**config.mk**
```make
export PLATFORM = sky130hd
export DESIGN_NAME = reset_requester
export DESIGN_NICKNAME = d
export VERILOG_FILES = /design/src/rtl/reset_requester.sv
export SDC_FILE = /design/constraint.sdc
export NUM_CORES = 1
export LEC_CHECK = 0
export CAP_MARGIN = 20
export CORE_ASPECT_RATIO = 1.4
export CORE_MARGIN = 3
export CORE_UTILIZATION = 41
export DETAILED_ROUTE_END_ITERATION = 6
export PLACE_DENSITY = 0.71
export SLEW_MARGIN = 10
export SYNTH_ARGS = -nofsm -noshare
export SYNTH_HDL_FRONTEND = slang
export SYNTH_SLANG_ARGS = --single-unit
```
**constraint.sdc**
```tcl
create_clock -name clk -period 2 [get_ports clk]
set_input_delay 0.3 -clock clk [delete_from_list [all_inputs] [get_ports clk]]
set_output_delay 0.3 -clock clk [all_outputs]
set_load 0.005 [all_outputs]
```
**src/rtl/reset_requester.sv**
```systemverilog
// reset_requester: turns a debounced reset button, a software strobe and a
// watchdog expiry into a fixed-length active-low reset request. It also
// records the cause of the last request and how many requests were issued.
module reset_requester #(
    parameter int DEBOUNCE_CYCLES = 16,
    parameter int HOLD_CYCLES     = 8
) (
    input  logic        clk,
    input  logic        reset_n,
    input  logic        button_n,
    input  logic        sw_reset_strobe,
    input  logic        wdt_kick,
    input  logic [15:0] wdt_timeout,
    output logic        reset_req,
    output logic [1:0]  reset_cause,
    output logic [7:0]  reset_count
);

    localparam int DB_W = $clog2(DEBOUNCE_CYCLES + 1);
    localparam int HD_W = $clog2(HOLD_CYCLES + 1);
    // The count holds the number of qualifying samples already seen, so the
    // sample that completes the run arrives while the count is at N-1.
    localparam logic [DB_W-1:0] DB_LAST = DB_W'(DEBOUNCE_CYCLES - 1);
    localparam logic [HD_W-1:0] HD_LAST = HD_W'(HOLD_CYCLES - 1);

    typedef enum logic [1:0] {
        LOCKOUT  = 2'd0,
        IDLE     = 2'd1,
        DEBOUNCE = 2'd2,
        ASSERT   = 2'd3
    } state_t;

    state_t            state_q;
    logic [1:0]        sync_q;
    logic [DB_W-1:0]   db_cnt_q;
    logic [HD_W-1:0]   hold_q;
    logic              req_q;
    logic [15:0]       wdt_q;
    logic [1:0]        cause_q;
    logic [7:0]        count_q;

    logic              btn;
    logic              wdt_expire;
    logic              btn_fire;
    logic              fire;
    logic [1:0]        cause_d;

    assign btn = sync_q[1];

    // A kick on the expiry edge wins, so it masks the expiry.
    assign wdt_expire = (wdt_timeout != 16'd0) && (wdt_q == wdt_timeout) && !wdt_kick;

    // Button fires on the sample that completes a full low run.
    always_comb begin
        btn_fire = 1'b0;
        case (state_q)
            IDLE:     btn_fire = !btn && (DEBOUNCE_CYCLES == 1);
            DEBOUNCE: btn_fire = !btn && (db_cnt_q == DB_LAST);
            default:  btn_fire = 1'b0;
        endcase
    end

    // Triggers are only honoured outside the hold; priority watchdog > software > button.
    always_comb begin
        fire    = (state_q != ASSERT) && (wdt_expire || sw_reset_strobe || btn_fire);
        cause_d = 2'b01;
        if (wdt_expire) begin
            cause_d = 2'b11;
        end else if (sw_reset_strobe) begin
            cause_d = 2'b10;
        end
    end

    // Two-flop synchronizer for the asynchronous button; idles released.
    always_ff @(posedge clk or negedge reset_n) begin
        if (!reset_n) begin
            sync_q <= 2'b11;
        end else begin
            sync_q <= {sync_q[0], button_n};
        end
    end

    // Watchdog counter: saturating, cleared by kick, by disable and on request.
    always_ff @(posedge clk or negedge reset_n) begin
        if (!reset_n) begin
            wdt_q <= 16'd0;
        end else if ((wdt_timeout == 16'd0) || wdt_kick || fire) begin
            wdt_q <= 16'd0;
        end else if (wdt_q != 16'hFFFF) begin
            wdt_q <= wdt_q + 16'd1;
        end
    end

    // Cause and saturating request count update once per request.
    always_ff @(posedge clk or negedge reset_n) begin
        if (!reset_n) begin
            cause_q <= 2'b00;
            count_q <= 8'd0;
        end else if (fire) begin
            cause_q <= cause_d;
            if (count_q != 8'hFF) begin
                count_q <= count_q + 8'd1;
            end
        end
    end

    // Main FSM: lockout until the button is seen released, debounce presses,
    // and hold the registered request low for the hold period.
    always_ff @(posedge clk or negedge reset_n) begin
        if (!reset_n) begin
            state_q  <= LOCKOUT;
            db_cnt_q <= '0;
            hold_q   <= '0;
            req_q    <= 1'b1;
        end else if (fire) begin
            state_q  <= ASSERT;
            db_cnt_q <= '0;
            hold_q   <= '0;
            req_q    <= 1'b0;
        end else begin
            case (state_q)
                LOCKOUT: begin
                    if (btn) begin
                        if (db_cnt_q == DB_LAST) begin
                            state_q  <= IDLE;
                            db_cnt_q <= '0;
                        end else begin
                            db_cnt_q <= db_cnt_q + DB_W'(1);
                        end
                    end else begin
                        db_cnt_q <= '0;
                    end
                end
                IDLE: begin
                    if (!btn) begin
                        state_q  <= DEBOUNCE;
                        db_cnt_q <= DB_W'(1);
                    end
                end
                DEBOUNCE: begin
                    if (btn) begin
                        state_q  <= IDLE;
                        db_cnt_q <= '0;
                    end else begin
                        db_cnt_q <= db_cnt_q + DB_W'(1);
                    end
                end
                ASSERT: begin
                    if (hold_q == HD_LAST) begin
                        req_q   <= 1'b1;
                        hold_q  <= '0;
                        // A button request must see a release before re-arming.
                        state_q <= (cause_q == 2'b01) ? LOCKOUT : IDLE;
                    end else begin
                        hold_q <= hold_q + HD_W'(1);
                    end
                end
                default: begin
                    state_q <= LOCKOUT;
                    req_q   <= 1'b1;
                end
            endcase
        end
    end

    assign reset_req   = req_q;
    assign reset_cause = cause_q;
    assign reset_count = count_q;

endmodule

```
After elaboration in Yosys (flattened, before gate mapping)

Cells that the tools add are included.
W data, S select, Z words.

Shifts and indexed selects: 0
Multipliers: 0
$lt $le $gt $ge: 0
Add/subtract/negate cells: 4
Reduce and logical (&&, ||, !) cells: 21
Equal/unequal tests: 15
Divide/modulo/power cells: 0
Bitwise operators: 0
Multiplexer cells: 25

Operator list:

| kind                    | count |
|---|---|
| $mux W16                | 2 |
| $mux W5                 | 5 |
| $add A16 B1 Y16 const B | 1 |
| $eq A16 B16 Y1          | 1 |
| $logic_not A16 Y1       | 1 |
| $mux W2                 | 8 |
| $ne A16 B16 Y1 const B  | 1 |
| $reduce_bool A16 Y1     | 1 |
| $ne A3 B3 Y1 const B    | 5 |
| $pmux W5 S3             | 1 |
| $mux W4                 | 3 |
| $add A8 B1 Y8 const B   | 1 |
| $ne A8 B8 Y1 const B    | 1 |
| $pmux W2 S4             | 1 |
| $reduce_and A2 Y1       | 3 |
| $reduce_bool A2 Y1      | 3 |
| $add A5 B1 Y5 const B   | 1 |
| $eq A5 B4 Y1 const B    | 1 |
| $mux W1                 | 5 |
| $reduce_and A5 Y1       | 1 |
| $add A4 B1 Y4 const B   | 1 |
| $eq A2 B1 Y1 const B    | 2 |
| $eq A2 B2 Y1 const B    | 2 |
| $eq A4 B3 Y1 const B    | 1 |
| 6 further kinds         | 13 |

Bits in registers: 40
Bits in latches: 0
Word-level logic and storage cells: 73
Memory bits (writable): 0
Memories kept: 0
Memory bits (read-only): 0

Logic depth before layout (Yosys ltp)

Word-level depth: 8
Depth in mapped cells: 9

Worst setup path after synthesis

OpenSTA, ideal clock, no wires.

Kind: register -> register
From: reg db_cnt_q[0]
To: reg state_q[0]
Data arrival time: 2,085 ps
Slack: -210 ps
Buffers on the path: 0
Setup time: 125 ps
Cell stages (with the launch flop): 9
Cell sequence: dfrtp_1 ha_1 and3_1 ha_1 nand2b_1 a31oi_1 nor2_1 a311o_1 mux2_2

Longest elaborated chain between the ends: 7

Ends and longest elaborated chain:

| item                               | line    | source |
|---|---|---|
| start: declaration                 | 35      | `logic [DB_W-1:0] db_cnt_q;` |
| start signal: assignment           | 128     | `db_cnt_q <= db_cnt_q + DB_W'(1);` |
| start signal: assignment           | 145     | `db_cnt_q <= db_cnt_q + DB_W'(1);` |
| $eq A5 B4 Y1 *                     | 58, 124 |  |
| $logic_and A1 B1 Y1                | 58      | `DEBOUNCE: btn_fire = !btn && (db_cnt_q == DB_LAST);` |
| $mux W1                            | 56      | `case (state_q)` |
| $logic_or A1 B1 Y1                 | 65      | `fire = (state_q != ASSERT) && (wdt_expire \|\| sw_reset_strobe \|\| btn_fire);` |
| $logic_and A1 B1 Y1                | 65      |  |
| $ne A3 B3 Y1 (no source line)      | --      |  |
| $reduce_and A5 Y1 (no source line) | --      |  |
| end signal: assignment             | 153     | `state_q <= (cause_q == 2'b01) ? LOCKOUT : IDLE;` |
| end: declaration                   | 33      | `state_t state_q;` |

Mark *: on every way between the ends. The rest lies on a longest branch, timed or not.
A chain may end at the register's enable or synchronous reset.

Final worst setup path

Ends and elaborated chain as after synthesis.

==> metrics.md <==
| Metric | Value |
|---|---|
| Result of the run | finished, violations left |
| Failing checks | negative setup slack |
| Ys async rst share | 100% |
| Master cell of the clock root buffer | sky130_fd_sc_hd__clkbuf_8 |
| #FFs+latches synth | 40 |
| Hold Path Class | flop to flop |
| Cell type of the slowest stage on the worst timing path | sky130_fd_sc_hd__dfrtp_1 |
| Max-slew headroom | roughly two thirds |
| Synthesized instance count | 251 |
| Maximum clock frequency | slightly below 500 MHz |
| Via count normalized by instance count | 5.45 |
| CTS H-tree lvls | 2 |
| Die X-Extent | about 71 um |
| Number of nets with antenna violations after detailed routing | 0 |
| Clock input transition at the sequential cells of the worst setup and hold paths | around 80 ps |
| Most frequently used flop master after synthesis | sky130_fd_sc_hd__dfrtp_1 |
| Net Count, Synth | about 280 |
| Length of the first detailed-routing pass in iterations | 4 |
| Slack of the critical path | -73.3 ps |
| TritonCTS clock tree | built |
| Final setup TNS | -120 ps |
| Die area | just under 7000 um^2 |
| Worst Hold Path Cells | 0 |
| Wire length of the first global-routing pass | slightly below 10 mm |
| Met2 track utilization from global routing | about a third |
| Worst reg2reg path depth | 8 |
| Number of sinks on the clock net | 40 |
| Tightest Pin Transition | 485 ps |
| Largest incremental delay on the critical path | around 380 ps |
| Drt total wl | 6.32 mm |
| Final Skew | 11.5 ps |
| Critical path launch point type | flop |
| Hold slack | roughly 360 ps |
| Sum of net half-perimeters after detailed placement | 4.38 mm |
| Sequential share of the synthesized area | about two fifths |
| Final critical path time including I/O delays and setup | approximately 2100 ps |
| Area Overhead vs Synth | 49.0% |
| Critical path class | flop to flop |
| DR WL/cell | roughly 16 um |
| Family with the most delay on the worst path | compound AO/OA/AOI/OAI gates |
| RD Place Congestion | around 0.82 |
| Worst voltage drop across the vdd grid | roughly 0.00072 V |
| Terminus of the critical flop-to-flop path | state_q[0] |
| Critical path data required time | 2190 ps |
| Power per cell area | 905 nW/um^2 |
| # fillers | around 440 |
| Largest net degree at the start of global routing | 22 |
| Endpoint, Worst Hold | sync_q[1] |
| Mapped Avg Cell Area | about 9.6 um^2 |
| Number of buffers on the longest clock path | 2 |
| Area after DPL | ~3100 um^2 |
| EDFF count, synth | 0 |
| Critical Path AT | between 2000 and 2500 ps |
| Finish-stage setup viols | 3 |
| Tot GR Track Use | 17.6% |
| Height of the die | 96.9 um |
| Critical-path cell list | ha_2, and3_4, ha_4, nand2b_4, a31oi_4, a21oi_1, a311o_1, mux2_2 |
| Ratio of cells with drive above 1 in the final layout | roughly 31% |
| Critical path buffer and inverter count | 0 |
| Standard cell core area | 5610 um^2 |
| Core Rows | 32 |
| Max-capacitance violation count | 0 |
| Number of warning messages in the yosys log | 0 |
| Critical-path maximum fanout | 3 |
| Port-buffer cells | 31 |
| Combined area of all synthesized cells | between 2000 and 2500 um^2 |
| Initial standard-cell utilization of the core | about 43% |
| I/O pin count | 32 |
| Final hold violation count | 0 |
| DRC Markers | 0 |
| Global route hottest layer | met2 |
| Reg-to-reg critical path startpoint | db_cnt_q[0] |
| Hold Crit Start | sync_q[0] |
| Insertion delay of the later-clocked pin in the worst-skew pair | 300 ps |
| FF-to-FF setup slack | -70 ps |
| Via total after detailed routing | 2180 |
| Met1 track demand over resource in global routing | between 20% and 30% |
| Sort of element at the end of the critical path | flop |
| Number of antenna violations at the first check in global routing | 0 |
| GR met3 Demand/Resource | 2.81% |
| Final-stage net count | approximately 360 |
| Pre-CTS setup slack | -483 ps |
| Via count of the first global-routing pass | about 2200 |
| Number of distinct library cell variants in the gate-level netlist after synthesis | 46 |
| RSZ-0062 raised after global routing | yes |
| Number of buffers created by CTS | 5 |
| Static Leakage | between 1.5 and 2 nW |
| Total non-filler cell area in the finished layout | approximately 3600 um^2 |
| Final Slew Violations | 0 |
| Detailed Route Iter0 Violations | 110 |
| Part of the cycle the worst path needs | 104% |
| Gr ovfl total | 0 |
| Count of antenna diodes in the layout | 0 |
[report_power, final]
part | leakage, nW | total [mW] | internal, mW | switching (mW)
clock network | 0.0445 | 0.562 | 0.280 | 0.282
registers | 0.511 | 1.13 | 0.972 | 0.163
logic | 0.946 | 1.56 | 0.780 | 0.785
total | 1.50 | 3.26 | 2.03 | 1.23
[layout make-up]
cell class,instances,area [um^2],share of cell area (%)
inverters,10,37.5,1.04
clock buffers,7,86.3,2.39
flip-flops and latches,40,1000,27.9
well taps,68,85.1,2.36
multi-input cells,194,1650,45.7
repair buffers,80,736,20.4
clock inverters,1,7.51,0.208
[cell usage in the layout (no fill, tap or decap), types with 3 or more instances in the layout]
cell                               n
sky130_fd_sc_hd__a21oi_1           7
sky130_fd_sc_hd__a31oi_1           3
sky130_fd_sc_hd__and3_1            4
sky130_fd_sc_hd__buf_4            39
sky130_fd_sc_hd__buf_6             7
sky130_fd_sc_hd__clkbuf_8          6
sky130_fd_sc_hd__clkdlybuf4s50_1  19
sky130_fd_sc_hd__dfrtp_1          37
sky130_fd_sc_hd__dfstp_2           3
sky130_fd_sc_hd__dlygate4sd2_1     5
sky130_fd_sc_hd__dlymetal6s2s_1    6
sky130_fd_sc_hd__ha_1              8
sky130_fd_sc_hd__inv_1             9
sky130_fd_sc_hd__nand2_1          20
sky130_fd_sc_hd__nand3_1          12
sky130_fd_sc_hd__nand4_1           8
sky130_fd_sc_hd__nor2_1           18
sky130_fd_sc_hd__nor3_2            3
sky130_fd_sc_hd__nor4_2            3
sky130_fd_sc_hd__nor4_4            5
sky130_fd_sc_hd__o21ai_0          11
sky130_fd_sc_hd__o21ai_1           3
sky130_fd_sc_hd__xnor2_1          17
sky130_fd_sc_hd__xor2_1           16
[metal layers]
| metal | part of all wire [%] | routed length (um) |
|---|---|---|
| met1 | 40 | 2520 |
| met2 | 55 | 3460 |
| met3 | 2.8 | 175 |
| met4 | 2.6 | 163 |
| met5 | 0 | 0 |
[how the worst max path moves through the flow]
stage	end	slack [ps]	depth (start not counted)	start
floorplan	state_q[0]	-110	8	db_cnt_q[0]
global placement	reset_count[6]	-400	7	wdt_timeout[14]
detailed placement	reset_count[1]	-480	7	wdt_timeout[14]
CTS	state_q[0]	-60	8	db_cnt_q[0]
global route	state_q[0]	-130	8	db_cnt_q[0]
finish	state_q[0]	-70	8	db_cnt_q[0]
[repair_timing]
item | in CTS | in global routing
endpoints found under the hold margin | 19 | 0
resized for setup | 14 | 50
gates cloned | 1 | 0
setup endpoints to repair | 16 | 33
pin swaps | 12 | 24
setup buffers | 2 | 5
hold buffers | 1 | 0
[flip-flops by register name, summed over array words and instances, names as in the netlist]
name and flops:
reset_count 8, sync_q 2, reset_cause 2, hold_q 4, state_q 2, db_cnt_q 5
reset_req 1, wdt_q 16
[stage by stage]
stage | power [mW] | util (%) | std cells
5_1_grt | 3.47 | 64.3 | 400
3_3_place_gp | 2.36 | 55.8 | 383
6_report | 3.26 | 64.3 | 400
2_1_floorplan | 1.82 | - | 251
4_1_cts | 3.02 | 59.1 | 395
3_5_place_dp | 2.39 | 55.8 | 383
[cell families (layout without fill, tap and decap cells)]
family / count (synthesis) / in the layout / synth area share [%]
buf+inv: 18 / 98 / 2.90
simple gates: 98 / 98 / 22.4
flops: 40 / 40 / 41.5
fa+ha+maj: 11 / 11 / 5.69
compound gates: 45 / 46 / 13.0
xor+xnor: 35 / 35 / 12.7
mux: 4 / 4 / 1.81
[worst register-to-register path, cell delays in order (launching register included)]
cell	delay [ps]
sky130_fd_sc_hd__dfrtp_1	380
sky130_fd_sc_hd__ha_2	190
sky130_fd_sc_hd__and3_4	190
sky130_fd_sc_hd__ha_4	160
sky130_fd_sc_hd__nand2b_4	140
sky130_fd_sc_hd__a31oi_4	210
sky130_fd_sc_hd__a21oi_1	100
sky130_fd_sc_hd__a311o_1	320
sky130_fd_sc_hd__mux2_2	280
[cells in the mapped netlist (2+ instances only)]
cell type                  instances  share of area, %
sky130_fd_sc_hd__dfstp_2           3               3.3
sky130_fd_sc_hd__o31ai_1           2              0.62
sky130_fd_sc_hd__a31oi_1           4               1.0
sky130_fd_sc_hd__nor4b_2           2               1.2
sky130_fd_sc_hd__nand3b_1          2              0.62
sky130_fd_sc_hd__nand3_1          12               2.5
sky130_fd_sc_hd__o21ai_0          13               2.7
sky130_fd_sc_hd__ha_1             11               5.7
sky130_fd_sc_hd__mux2_1            2              0.93
sky130_fd_sc_hd__a21oi_1           8               1.7
sky130_fd_sc_hd__inv_1            10               1.6
sky130_fd_sc_hd__xnor2_1          19               6.9
sky130_fd_sc_hd__dfrtp_1          37                38
sky130_fd_sc_hd__o21ai_1           2              0.41
sky130_fd_sc_hd__a211oi_1          2              0.62
sky130_fd_sc_hd__nand2_1          21               3.3
sky130_fd_sc_hd__and2_1            2              0.52
sky130_fd_sc_hd__xor2_1           16               5.8
sky130_fd_sc_hd__nor4_1            7               1.8
sky130_fd_sc_hd__nand2b_1          4               1.0
sky130_fd_sc_hd__nand4_1           8               2.1
sky130_fd_sc_hd__clkbuf_1          6              0.93
sky130_fd_sc_hd__buf_2             2              0.41
sky130_fd_sc_hd__nor3_1            6               1.2
sky130_fd_sc_hd__nor3b_1           4               1.2
sky130_fd_sc_hd__and3_1            6               1.6
sky130_fd_sc_hd__and4_1            2              0.72
sky130_fd_sc_hd__nor2_1           19               2.9
sky130_fd_sc_hd__a21o_1            2              0.62
Power figures use the tool's default switching activity.
